## src/rtl/aes_block_sequencer.sv

```systemverilog
// Sequences 16-byte AES blocks: loads bytes MSB-first, steps an external round
// datapath through rounds 0..Nr, then holds the ciphertext until the consumer accepts it.
module aes_block_sequencer (
  input  logic         Clk,
  input  logic         Rst,
  input  logic [7:0]   Word,
  input  logic         WordValid,
  output logic         WordReady,
  input  logic [3:0]   Nk,
  output logic [1:0]   KeySel,
  output logic [127:0] State,
  input  logic [127:0] RoundIn,
  output logic         RoundEn,
  output logic [3:0]   RoundIdx,
  output logic         LastRound,
  output logic [127:0] Out,
  output logic         OutValid,
  input  logic         OutReady,
  output logic         Busy,
  output logic         Err,
  output logic [1:0]   DbgState
);
  // Handshakes: a transfer happens on a rising Clk edge where valid && ready are
  // both high; ready never depends on valid, and Out is held until accepted.
  typedef enum logic [1:0] {LOAD = 2'd0, ROUND = 2'd1, DONE = 2'd2} fsm_t;

  fsm_t       fsm;
  logic [3:0] byte_cnt;
  logic [3:0] nk_reg;
  logic [3:0] nr;
  logic       nk_legal;
  logic       accept;

  assign nk_legal = (Nk == 4'd4) || (Nk == 4'd6) || (Nk == 4'd8);
  assign nr       = nk_reg + 4'd6;
  assign accept   = WordValid && WordReady;
  assign DbgState = fsm;

  always_ff @(posedge Clk or posedge Rst) begin
    if (Rst) begin
      fsm       <= LOAD;
      byte_cnt  <= 4'd0;
      nk_reg    <= 4'd4;
      KeySel    <= 2'd0;
      State     <= '0;
      RoundIdx  <= 4'd0;
      RoundEn   <= 1'b0;
      LastRound <= 1'b0;
      OutValid  <= 1'b0;
      Out       <= '0;
      Busy      <= 1'b0;
      Err       <= 1'b0;
      WordReady <= 1'b1;
    end else begin
      Err <= 1'b0;
      case (fsm)
        LOAD: begin
          if (accept) begin
            // An illegal key length on the first byte drops that byte entirely.
            if (byte_cnt == 4'd0 && !nk_legal) begin
              Err <= 1'b1;
            end else begin
              for (int i = 0; i < 16; i++) begin
                if (byte_cnt == 4'(i)) State[127-8*i -: 8] <= Word;
              end
              if (byte_cnt == 4'd0) begin
                nk_reg <= Nk;
                KeySel <= (Nk == 4'd8) ? 2'd2 : (Nk == 4'd6) ? 2'd1 : 2'd0;
              end
              if (byte_cnt == 4'd15) begin
                fsm       <= ROUND;
                byte_cnt  <= 4'd0;
                RoundIdx  <= 4'd0;
                RoundEn   <= 1'b1;
                LastRound <= 1'b0;
                Busy      <= 1'b1;
                WordReady <= 1'b0;
              end else begin
                byte_cnt <= byte_cnt + 4'd1;
              end
            end
          end
        end
        ROUND: begin
          State <= RoundIn;
          if (RoundIdx == nr) begin
            fsm       <= DONE;
            RoundIdx  <= 4'd0;
            RoundEn   <= 1'b0;
            LastRound <= 1'b0;
            OutValid  <= 1'b1;
            Out       <= RoundIn;
          end else begin
            RoundIdx  <= RoundIdx + 4'd1;
            LastRound <= (RoundIdx + 4'd1) == nr;
          end
        end
        DONE: begin
          if (OutReady) begin
            fsm       <= LOAD;
            OutValid  <= 1'b0;
            Out       <= '0;
            Busy      <= 1'b0;
            WordReady <= 1'b1;
          end
        end
        default: fsm <= LOAD;
      endcase
    end
  end
endmodule
```

## config.mk

```make
export PLATFORM = sky130hd
export DESIGN_NAME = aes_block_sequencer
export DESIGN_NICKNAME = d
export VERILOG_FILES = /design/src/rtl/aes_block_sequencer.sv
export SDC_FILE = /design/constraint.sdc
export NUM_CORES = 1
export LEC_CHECK = 0
export ABC_AREA = 0
export CAP_MARGIN = 40
export CORE_ASPECT_RATIO = 0.6
export CORE_UTILIZATION = 45
export CTS_BUF_LIST = sky130_fd_sc_hd__clkbuf_8 sky130_fd_sc_hd__clkbuf_16
export DETAILED_ROUTE_END_ITERATION = 7
export GPL_TIMING_DRIVEN = 0
export PLACE_DENSITY = 0.77
export RECOVER_POWER = 100
export SYNTH_ARGS = -nofsm -noshare
export SYNTH_HDL_FRONTEND = slang
export SYNTH_SLANG_ARGS = --single-unit
```

## constraint.sdc

```tcl
create_clock -name Clk -period 11.5 [get_ports Clk]
set_input_delay 1.725 -clock Clk [delete_from_list [all_inputs] [get_ports Clk]]
set_output_delay 1.725 -clock Clk [all_outputs]
set_load 0.05 [all_outputs]
```

**Yosys cells after proc, flatten, opt, wreduce, memory -nomap -nowiden**

Index checks and enable logic that the tools add are counted.

- $add $sub $neg: 3
- Reductions and logical operators: 32
- Mux-type cells: 55
- Bitwise gates (word level): 1
- Eq/ne operators: 42

Operators by type and width:

| operator | number |
|---|---|
| 128-bit 2-to-1 mux | 4 |
| 128-bit case mux with 2 select lines | 2 |
| 8-bit 2-to-1 mux | 16 |
| 4-bit AND reduction | 17 |
| 2-bit inequality test, second input constant | 20 |
| 4-bit equality test, second input constant | 9 |
| 4-bit by 3-bit equality test with 1-bit output, second input constant | 6 |
| 4-bit 2-to-1 mux | 5 |
| 1-bit 2-to-1 mux | 15 |
| 5-bit AND reduction | 3 |
| 2-bit 2-to-1 mux | 6 |
| 1-bit case mux with 2 select lines | 5 |
| 4-bit by 1-bit adder with 4-bit output, second input constant | 2 |
| 4-bit by 2-bit equality test with 1-bit output, second input constant | 2 |
| 4-bit equality test | 2 |
| 4-bit case mux with 2 select lines | 1 |
| 2-bit case mux with 3 select lines | 1 |
| 3-bit AND reduction | 2 |
| 2-bit nonzero test | 3 |
| 4-bit by 3-bit adder with 4-bit output, second input constant | 1 |
| 4-bit by 1-bit equality test with 1-bit output, second input constant | 1 |
| 4-bit zero test | 1 |
| 2-bit by 1-bit equality test with 1-bit output, second input constant | 1 |
| 2-bit equality test, second input constant | 1 |
| other kinds (5) | 7 |

- Register bits after elaboration: 278
- Output and inout port bits: 270
- Logic and storage cells: 161

**Longest topological paths before layout**

Gate-level depths: netlist of run 1.

- Word-level depth: 8
- Gate-level depth with buffers: 10

**Worst setup path before layout of run 1**

Ideal clock, no wire load.

- Path kind: input to register
- From: input Nk[2]
- To: register State[100]
- Arrival time: 3.082 ns
- Buffers on the path: 0
- Data required time: 11.375 ns
- Setup slack: 8.293 ns
- Stages: 5
- Cells stage by stage: nor2b_1 o21bai_1 nand2_1 a31oi_1 mux2_2

- Cells in the longest elaborated chain, start to end: 7
- Elaborated cells on any way between the ends: 9
- Those cells by class: eq/ne (4); reduce/logical (5)

Ends and longest elaborated chain:

| element | line | RTL |
|---|---|---|
| start, declared | 9 | `input logic [3:0] Nk,` |
| 4-bit by 3-bit equality test with 1-bit output | 34 | `assign nk_legal = (Nk == 4'd4) \|\| (Nk == 4'd6) \|\| (Nk == 4'd8);` |
| 1-bit logical OR | 34 |  |
| 1-bit logical OR * | 34 |  |
| 1-bit zero test * | 60 | `if (byte_cnt == 4'd0 && !nk_legal) begin` |
| 1-bit logical AND * | 60 |  |
| 2-bit inequality test (no source line) * | -- |  |
| 4-bit AND reduction (no source line) * | -- |  |
| end signal, assigned by index | 64 | `if (byte_cnt == 4'(i)) State[127-8*i -: 8] <= Word;` |
| end signal, assigned | 85 | `State <= RoundIn;` |
| end, declared | 11 | `output logic [127:0] State,` |

Mark *: on every way between the ends. The rest lies on a longest branch, timed or not.
A chain may end at the register's enable or synchronous reset.

**Worst setup path after layout of run 1**

- From: register nk_reg[2]
- To: register Out[69]

- Cells in the longest elaborated chain, start to end: 4

Ends and longest elaborated chain:

| element | line | RTL |
|---|---|---|
| start, declared | 29 | `logic [3:0] nk_reg;` |
| start signal, assigned | 67 | `nk_reg <= Nk;` |
| 4-bit by 3-bit adder with 4-bit output | 35 | `assign nr = nk_reg + 4'd6;` |
| 4-bit equality test | 86 | `if (RoundIdx == nr) begin` |
| 2-bit inequality test (no source line) | -- |  |
| 3-bit AND reduction (no source line) | -- |  |
| end signal, assigned | 92 | `Out <= RoundIn;` |
| end, declared | 16 | `output logic [127:0] Out,` |

Every way passes these cells.

==> impl_metrics.toml, run 1 <==
[synthesis]
syn_area_per_cell_sq_um = 9.25
synth.cell_area_sq_um = 11700
syn-num-nets = 1420
synth-edff-count = 0
synthArstFlopShare_pct = 100
synthTopCellsByCount = "nand2_1 (330), dfrtp_1 (276), a21oi_1 (213)"
synth_top_area_cell = "dfrtp_1"
netlist_top_cells_area = "dfrtp_1 (59%), nand2_1 (11%), a21oi_1 (9.1%)"
ys_seq_area_share_pct = 59.3
synth_seq_cells = 278
synth_top_flop_cell = "dfrtp_1"
postSynthCellCount = 1270
synth_top_cell_area_share_pct = 58.8
ys_types = 45
synth_most_common_cell = "nand2_1"
yosysWarnings = 0

[finish]
nNetsFinal = 1873
instances_no_fill = 2095
reg_top3 = "Out (128), State (128)"
n_fill_cell = 2049
area_growth_pct = 47.1
drive_gt1_share_pct = 5.28

[setup_path]
cp_top_family = "buffers and inverters"
worstSetupPathType = "register to register"
cp_cell_sequence = "inv_1, ha_1, xnor3_1, or4_1, nor2_1, clkbuf_1, clkbuf_1, clkbuf_1, nand2_1, o21ai_0"
end_kind = "register"
crit_top_cell = "clkbuf_1"
arrival_ns = 4.97
critPathSlowestCell = "clkbuf_1"
worst-endpoint-required_ns = 11.94
crit_path_max_fanout = 10
critPathBufInv = 4
startpoint_type = "register"
cpPeakStageDelay_ns = 0.77

[run_status]
outcome = "finished, violations left"
failed_checks = "max-capacitance violations, max-slew violations"

[clock_network]
cts_hold_buf = 0
htreeDepth = 1
cts-root-buf = "clkbuf_16"
cts_tree = "built"
cts_buffers = 26
cts.reportedPaths.clkPinSlew_ns = 0.07
clock_tree.buffer_depth = 3
cts.sinks = 278
cts_setup_buffers = 0
cts_resized = 0
clkLatencyLatePin_ns = 0.54

[grt]
antenna_found_initial = 1
grt_pass1_wl_um = 66500
grt_max_degree = 117
grt_overflow = 0
grt_usage_pct = 33.2
grt_pass1_vias = 10900

[sta]
setup_viol = 0
fin_ws_ns = 6.97
finClkSkew_ns = 0.0179
max_freq_mhz = 221
post-route-period-util_pct = 39.4
final_max_slew_viol_count = 49
hold_violations = 0
worst_pin_slew_ns = 2.32
rsz0062_at_grt = "false"
post-route-min-period_ns = 4.53
relSlewSlack_pct = -55.4

[floorplan]
die_h_um = 127
placementRows = 45
ios = 414
core_region_area_sq_um = 25400
dieWidth_um = 211
start_util_pct = 46.1
die_area_sq_um = 26800

[power]
pwr_density_cell_nw_per_um2 = 268
leakagePower_uw = 0.00773
peakVddDrop_uv = 174

[route]
drt_iter0_markers = 1228
wl_um = 45200
ant_nets = 0
drtPass1Iterations = 5
route.detailed.drc = 0
viasPerCell = 5.44
num_vias = 11400
drt-wirelength-per-cell_um = 21.6

[place]
place_hpwl_um = 34000
io_buffers = 413
dp_cells = 2047
globalplace.congestion = 0.929
dp_slack_ns = 7.57

[flow_run]
cap_violations = 1

[min_path]
min_path_type = "register to register"
cell usage in the layout, fill, tap and decap left out, types with 5 or more instances in the layout:
master and n:
buf_1 10, clkbuf_16 27, dfrtp_1 276, nor2_1 115, nand2_1 330, ha_1 6, dlygate4sd3_1 273, clkbuf_2 6
and2_1 8, o21ai_1 10, mux2_2 28, clkbuf_1 71, nand3_1 5, a21oi_1 213, inv_1 14, clkdlybuf4s50_1 140
clkbuf_8 9, o21ai_0 139
logic make-up (layout without fill, tap and decap cells):
family | Yosys count | count (layout) | synth area share [%]
DFF | 278 | 278 | 59.3
muxes | 28 | 28 | 2.69
other | 0 | 1 | 0
AOI/OAI and AO/OA | 379 | 379 | 16.6
xor gates and xnor gates | 8 | 8 | 0.714
adders and majority gates | 6 | 6 | 0.639
and+or+nand+nor | 476 | 476 | 16.0
buffers and inverters | 95 | 567 | 4.05
stage by stage:
step / cell area (sq um) / hold WS, ns / setup TNS, ns / power, uW / util [%]
after global placement: 16300 / 0.464 / -401.86 / 3770 / 64.1
after CTS: 17400 / 0.490 / 0 / 4760 / 68.4
final: 17300 / 0.486 / 0 / 4630 / 67.9
after global routing: 17300 / 0.509 / 0 / 4810 / 67.9
after floorplan: 11700 / 0.484 / 0 / 2920 / -
after detailed placement: 16500 / 0.471 / 0 / 3820 / 64.8
where the power goes:
group          switching, uW  leakage, uW  internal (uW)  total (uW)
sequential               167      0.00353           1270        1440
combinational           1600      0.00373            657        2250
clock                    387     0.000478            550         937
total                   2150      0.00773           2480        4630
final timing paths:
check / to / depth (start not counted) / slack, ns / startpoint
setup / recovery: Out[69] / 10 / 6.97 / nk_reg[2]
hold / removal: LastRound / 2 / 0.49 / LastRound
min in group asynchronous: Out[124] / 2 / 2.28 / Rst
setup reg to reg: Out[69] / 10 / 6.97 / nk_reg[2]
max in group asynchronous: Out[87] / 3 / 7.84 / Rst
hold reg to reg: LastRound / 2 / 0.49 / LastRound
tightest hold or removal path: stages, from the launching register on:
cell and delay [ns]:
dfrtp_1 0.35, nand2_1 0.04, o21ai_0 0.06
final cells by class:
class	count	area [sq um]	share of cell area (%)
Antenna cell	1	2.50	0.0145
Buffer	85	328	1.90
Clock buffer	36	800	4.63
Clock inverter	11	124	0.717
Inverter	10	38.8	0.225
Multi-Input combinational cell	897	4300	24.9
Sequential cell	278	6960	40.3
Tap cell	352	440	2.55
Timing Repair Buffer	425	4290	24.8
routing by layer:
| metal | vias to the layer above | wire length [um] | part of all wire [%] | GRT usage (%) |
|---|---|---|---|---|
| met3 | 68 | 4720 | 10 | 10.1 |
| met5 | - | 0 | 0 | 0 |
| li1 | 5149 | - | - | - |
| met4 | 0 | 1060 | 2.3 | 7.93 |
| met2 | 585 | 20100 | 45 | 50.8 |
| met1 | 5589 | 19300 | 43 | 46.5 |
Note: power is estimated with default switching activity, not from simulation.
==> run 2, diff against run 1 <==
==> constraint.sdc (replaced) <==
create_clock -name Clk -period 4.6 [get_ports Clk]
set_input_delay 0.69 -clock Clk [delete_from_list [all_inputs] [get_ports Clk]]
set_output_delay 0.69 -clock Clk [all_outputs]
set_load 0.05 [all_outputs]
==> run 2 against run 1 <==
The run still ends with max-capacitance violations, max-slew violations left. Design area is 0.80% higher. Setup slack got worse by 6.2 ns. First-iteration DRC count decreased by 2.0%. Routed wire length rose by 4.3%. Global-route usage increased by 1.8 points. Largest power group unchanged. Via count rose by 2.4%. Non-clock buffer count increased by 5. Hold slack about the same. Largest cell class unchanged.
==> impl_metrics.toml, run 2 (synthesis results as in run 1) <==
[floorplan]
dieWidth_um = 211
die_area_sq_um = 26800
core_region_area_sq_um = 25400
ios = 414
placementRows = 45
die_h_um = 127
start_util_pct = 46.1

[sta]
setup-tns-final_ns = 0
worst_pin_slew_ns = 2.09
post-route-period-util_pct = 83.2
setup_viol = 0
rsz0062_at_grt = "false"
fin_ws_ns = 0.772
hold_violations = 0
relSlewSlack_pct = -39.0
final_max_slew_viol_count = 106
finClkSkew_ns = 0.0167
max_freq_mhz = 261
hold_slack_ns = 0.486
post-route-min-period_ns = 3.83

[setup_path]
crit_top_cell = "clkbuf_1"
cp_cell_sequence = "inv_1, ha_1, xnor3_1, or4_1, nor2_1, clkbuf_1, clkbuf_1, o21ai_0"
startpoint_type = "register"
critPathBufInv = 3
arrival_ns = 4.21
worst-endpoint-required_ns = 4.99
crit_path_max_fanout = 10
cp_top_family = "buffers and inverters"
worstSetupPathType = "register to register"
reg2reg_slack_ns = 0.77
reg2reg_to = "Out[0]"
critPathSlowestCell = "clkbuf_1"
cpPeakStageDelay_ns = 0.64
end_kind = "register"
regToRegStartpoint = "nk_reg[2]"
r2r_cells = 8

[route]
num_vias = 11700
drt-wirelength-per-cell_um = 22.4
wl_um = 47100
viasPerCell = 5.55
route.detailed.drc = 0
ant_nets = 0
drt_iter0_markers = 1204
drtPass1Iterations = 6

[clock_network]
clock_tree.buffer_depth = 3
htreeDepth = 1
cts_resized = 0
cts.sinks = 278
cts_setup_buffers = 0
cts_tree = "built"
cts_buffers = 26
cts.reportedPaths.clkPinSlew_ns = 0.07
cts_hold_buf = 0
clkLatencyLatePin_ns = 0.53
cts-root-buf = "clkbuf_16"

[finish]
instances_no_fill = 2101
layout_common_cells = "nand2_1 (330), dfrtp_1 (276), dlygate4sd3_1 (273), a21oi_1 (213), clkdlybuf4s50_1 (140)"
area_growth_pct = 48.3
reg_top3 = "Out (128), State (128)"
final_common_cell = "nand2_1"
final_util_pct = 68.4
drive_gt1_share_pct = 6.30
nNetsFinal = 1878

[power]
combPwrFrac_pct = 48.6
p_int_uw = 6220
p_seq_share_pct = 31.1
pwr_density_cell_nw_per_um2 = 670
leakagePower_uw = 0.00779
pwr-share-clk_pct = 20.4
swShare_pct = 46.7
peakVddDrop_uv = 345
power.switching_uw = 5440

[grt]
antenna_found_initial = 2
grt_usage_pct = 35.0
grt_overflow = 0
grt_max_degree = 40
grt_pass1_wl_um = 70200
grt_pass1_vias = 11500

[min_path]
min_path_type = "register to register"
worst_hold_path.endpoint = "OutValid"
worstHoldStart = "OutValid"
whs_path_depth = 1

[place]
io_buffers = 413
globalplace.congestion = 0.917
place_hpwl_um = 35000
dp_cells = 2052
dp_slack_ns = 1.51

[run_status]
outcome = "finished, violations left"
failed_checks = "max-capacitance violations, max-slew violations"

[flow_run]
cap_violations = 3
[run 2: power groups by stage]
stage	registers (uW)	clock network [uW]	logic [uW]
after detailed placement	3670	0	5910
final	3620	2380	5660
after CTS	3640	2400	5940
after floorplan	6030	0	1270
after global placement	3640	0	5780
after global routing	3700	2490	5940
[run 2: worst reg2reg max path: cells and delay by family, from the launching register on]
kind,cells,cell delay (ns)
buf+inv,3,1.22
simple gates,2,1.21
flops,1,0.53
xor+xnor,1,0.36
fa+ha+maj,1,0.18
compound gates,1,0.18
[run 2: routing by layer]
metal  share of wire (%)  up-vias  routed length, um  GRT usage [%]
met5                   0        -                  0              0
li1                    -     5159                  -              -
met3                  11       99               4970           9.91
met2                  45      662              21200           53.8
met1                  41     5747              19500           48.5
met4                 3.0        0               1420           10.3
[run 2: metrics by stage]
| stage | area [sq um] | power [uW] |
|---|---|---|
| floorplan | 11700 | 7300 |
| detailed placement | 16600 | 9580 |
| global placement | 16300 | 9420 |
| CTS | 17500 | 12000 |
| finish | 17400 | 11700 |
| global route | 17400 | 12100 |
[run 2: area by class of cell]
type                       count  area, sq um
tap                          352          440
antenna                        2         5.00
multi-input combinational    897         4300
inverter                      10         38.8
clock buffer                  37          813
buffer                        85          429
fill                        2024         8040
sequential                   278         6960
clock inverter                10          129
timing repair buffer         430         4300
[run 2: worst max-delay path by stage]
stage / end / from / cells past startpoint / slack [ns]
after CTS: State[30] / DbgState[0] / 7 / 1.49
after floorplan: Busy / Rst / 1 / 0.23
after global routing: State[43] / Rst / 4 / 0.62
after detailed placement: State[30] / DbgState[0] / 7 / 1.51
after global placement: Out[24] / Rst / 2 / -1.82
final: Out[0] / nk_reg[2] / 8 / 0.77
==> run 3, diff against run 2 <==
==> constraint.sdc (replaced) <==
create_clock -name Clk -period 3.8 [get_ports Clk]
set_input_delay 0.57 -clock Clk [delete_from_list [all_inputs] [get_ports Clk]]
set_output_delay 0.57 -clock Clk [all_outputs]
set_load 0.05 [all_outputs]
==> run 3 against run 2 <==
Clock skew hardly changed. Total power up 21%. Critical endpoint unchanged. The run still ends with max-capacitance violations, max-slew violations left. Design area rose by 0.21%. Via count fell by 0.19%. Global-route usage did not move. Clock power is 21% higher. Non-clock buffer count is the same. Sequential share of layout area is 0.083 points lower. Largest cell class unchanged. Count of clock-buffer cells in the layout stayed put. Combinational power increased by 21%.
==> impl_metrics.toml, run 3 (synthesis results as in run 1) <==
[run_status]
outcome = "finished, violations left"
failed_checks = "max-capacitance violations, max-slew violations"

[clock_network]
cts_buffers = 26
cts_tree = "built"
cts-root-buf = "clkbuf_16"
clkLatencyLatePin_ns = 0.53
cts_hold_buf = 0
cts.reportedPaths.clkPinSlew_ns = 0.07
clock_tree.buffer_depth = 3
htreeDepth = 1
cts_setup_buffers = 0
cts_resized = 0
cts.sinks = 278

[sta]
worst_pin_slew_ns = 1.81
hold_violations = 0
relSlewSlack_pct = -20.4
setup_viol = 0
post-route-min-period_ns = 3.50
hold_slack_ns = 0.488
final_max_slew_viol_count = 32
max_freq_mhz = 285
rsz0062_at_grt = "false"
finClkSkew_ns = 0.0166
post-route-period-util_pct = 92.2

[grt]
grt_pass1_wl_um = 70200
antenna_found_initial = 2
grt_overflow = 0
grt_max_degree = 40
grt_pass1_vias = 11500
grt_usage_pct = 35.0

[floorplan]
dieWidth_um = 211
placementRows = 45
ios = 414
start_util_pct = 46.1
die_h_um = 127
core_region_area_sq_um = 25400
die_area_sq_um = 26800

[setup_path]
critPathSlowestCell = "nor2_1"
startpoint_type = "register"
worst-endpoint-required_ns = 4.19
arrival_ns = 3.89
worstSetupPathType = "register to register"
cp_cell_sequence = "inv_1, ha_1, xnor3_1, or4_1, nor2_1, buf_6, clkbuf_1, o21ai_0"
end_kind = "register"
cpPeakStageDelay_ns = 0.68
crit_path_max_fanout = 10

[finish]
final_common_cell = "nand2_1"
reg_top3 = "Out (128), State (128)"
layout_common_cells = "nand2_1 (330), dfrtp_1 (276), dlygate4sd3_1 (272), a21oi_1 (213), clkdlybuf4s50_1 (141)"
nNetsFinal = 1878
drive_gt1_share_pct = 6.47
area_growth_pct = 48.6

[min_path]
min_path_type = "register to register"

[power]
leakagePower_uw = 0.00782
p_total_uw = 14100
pwr_density_cell_nw_per_um2 = 810
peakVddDrop_uv = 417

[route]
drt-wirelength-per-cell_um = 22.4
drtPass1Iterations = 5
drt_iter0_markers = 1265
num_vias = 11600
route.detailed.drc = 0
wl_um = 47200
ant_nets = 0
viasPerCell = 5.54

[place]
globalplace.congestion = 0.917
place_hpwl_um = 35000
io_buffers = 413

[flow_run]
cap_violations = 1
-- run 3: worst paths after layout --
kind                       startpoint  cells after the start  slack (ns)         end
min in group asynchronous         Rst                      2        0.75    Out[121]
hold / removal             State[121]                      2        0.49  State[121]
setup / recovery            nk_reg[2]                      8        0.30      Out[0]
max in group asynchronous         Rst                      5        0.67     Out[90]
setup reg to reg            nk_reg[2]                      8        0.30      Out[0]
hold reg to reg            State[121]                      2        0.49  State[121]
-- run 3: final cells by class --
class	instances	area, sq um
Fill cell	2017	8000
Sequential cell	278	6960
Timing Repair Buffer	430	4340
Multi-Input combinational cell	897	4300
Clock buffer	37	813
Tap cell	352	440
Buffer	85	424
Clock inverter	10	129
Inverter	10	38.8
Antenna cell	2	5.00
-- run 3: stage by stage --
step / instance area [sq um] / instances / TNS [ns] / utilization, % / setup slack (ns)
3_5_place_dp: 16600 / 2052 / 0 / 65.2 / 0.713
3_3_place_gp: 16300 / 2035 / -682.67 / 64.1 / -2.50
6_report: 17400 / 2101 / 0 / 68.6 / 0.295
2_1_floorplan: 11700 / 1270 / -123.57 / - / -0.448
4_1_cts: 17500 / 2099 / 0 / 68.9 / 0.689
5_1_grt: 17400 / 2100 / 0 / 68.6 / 0.216
-- run 3: power breakdown --
part	internal, uW	total (uW)	switching, uW
Clock	1690	2880	1190
Combinational	1990	6870	4870
Sequential	3850	4380	530
-- run 3: routing by layer --
metal / global-route usage [%] / up-vias / share of wire [%]
li1: - / 5160 / -
met1: 48.5 / 5735 / 42
met2: 53.8 / 655 / 45
met3: 9.91 / 95 / 11
met4: 10.3 / 0 / 3.1
met5: 0 / - / 0
-- run 3: critical path, delay by kind of cell, from the launching register on --
kind                       cells  cell delay, ns
DFF                            1            0.53
adders and majority gates      1            0.18
buffers and inverters          3            0.80
AOI/OAI and AO/OA              1            0.18
and+or+nand+nor                2            1.29
xor gates and xnor gates       1            0.36
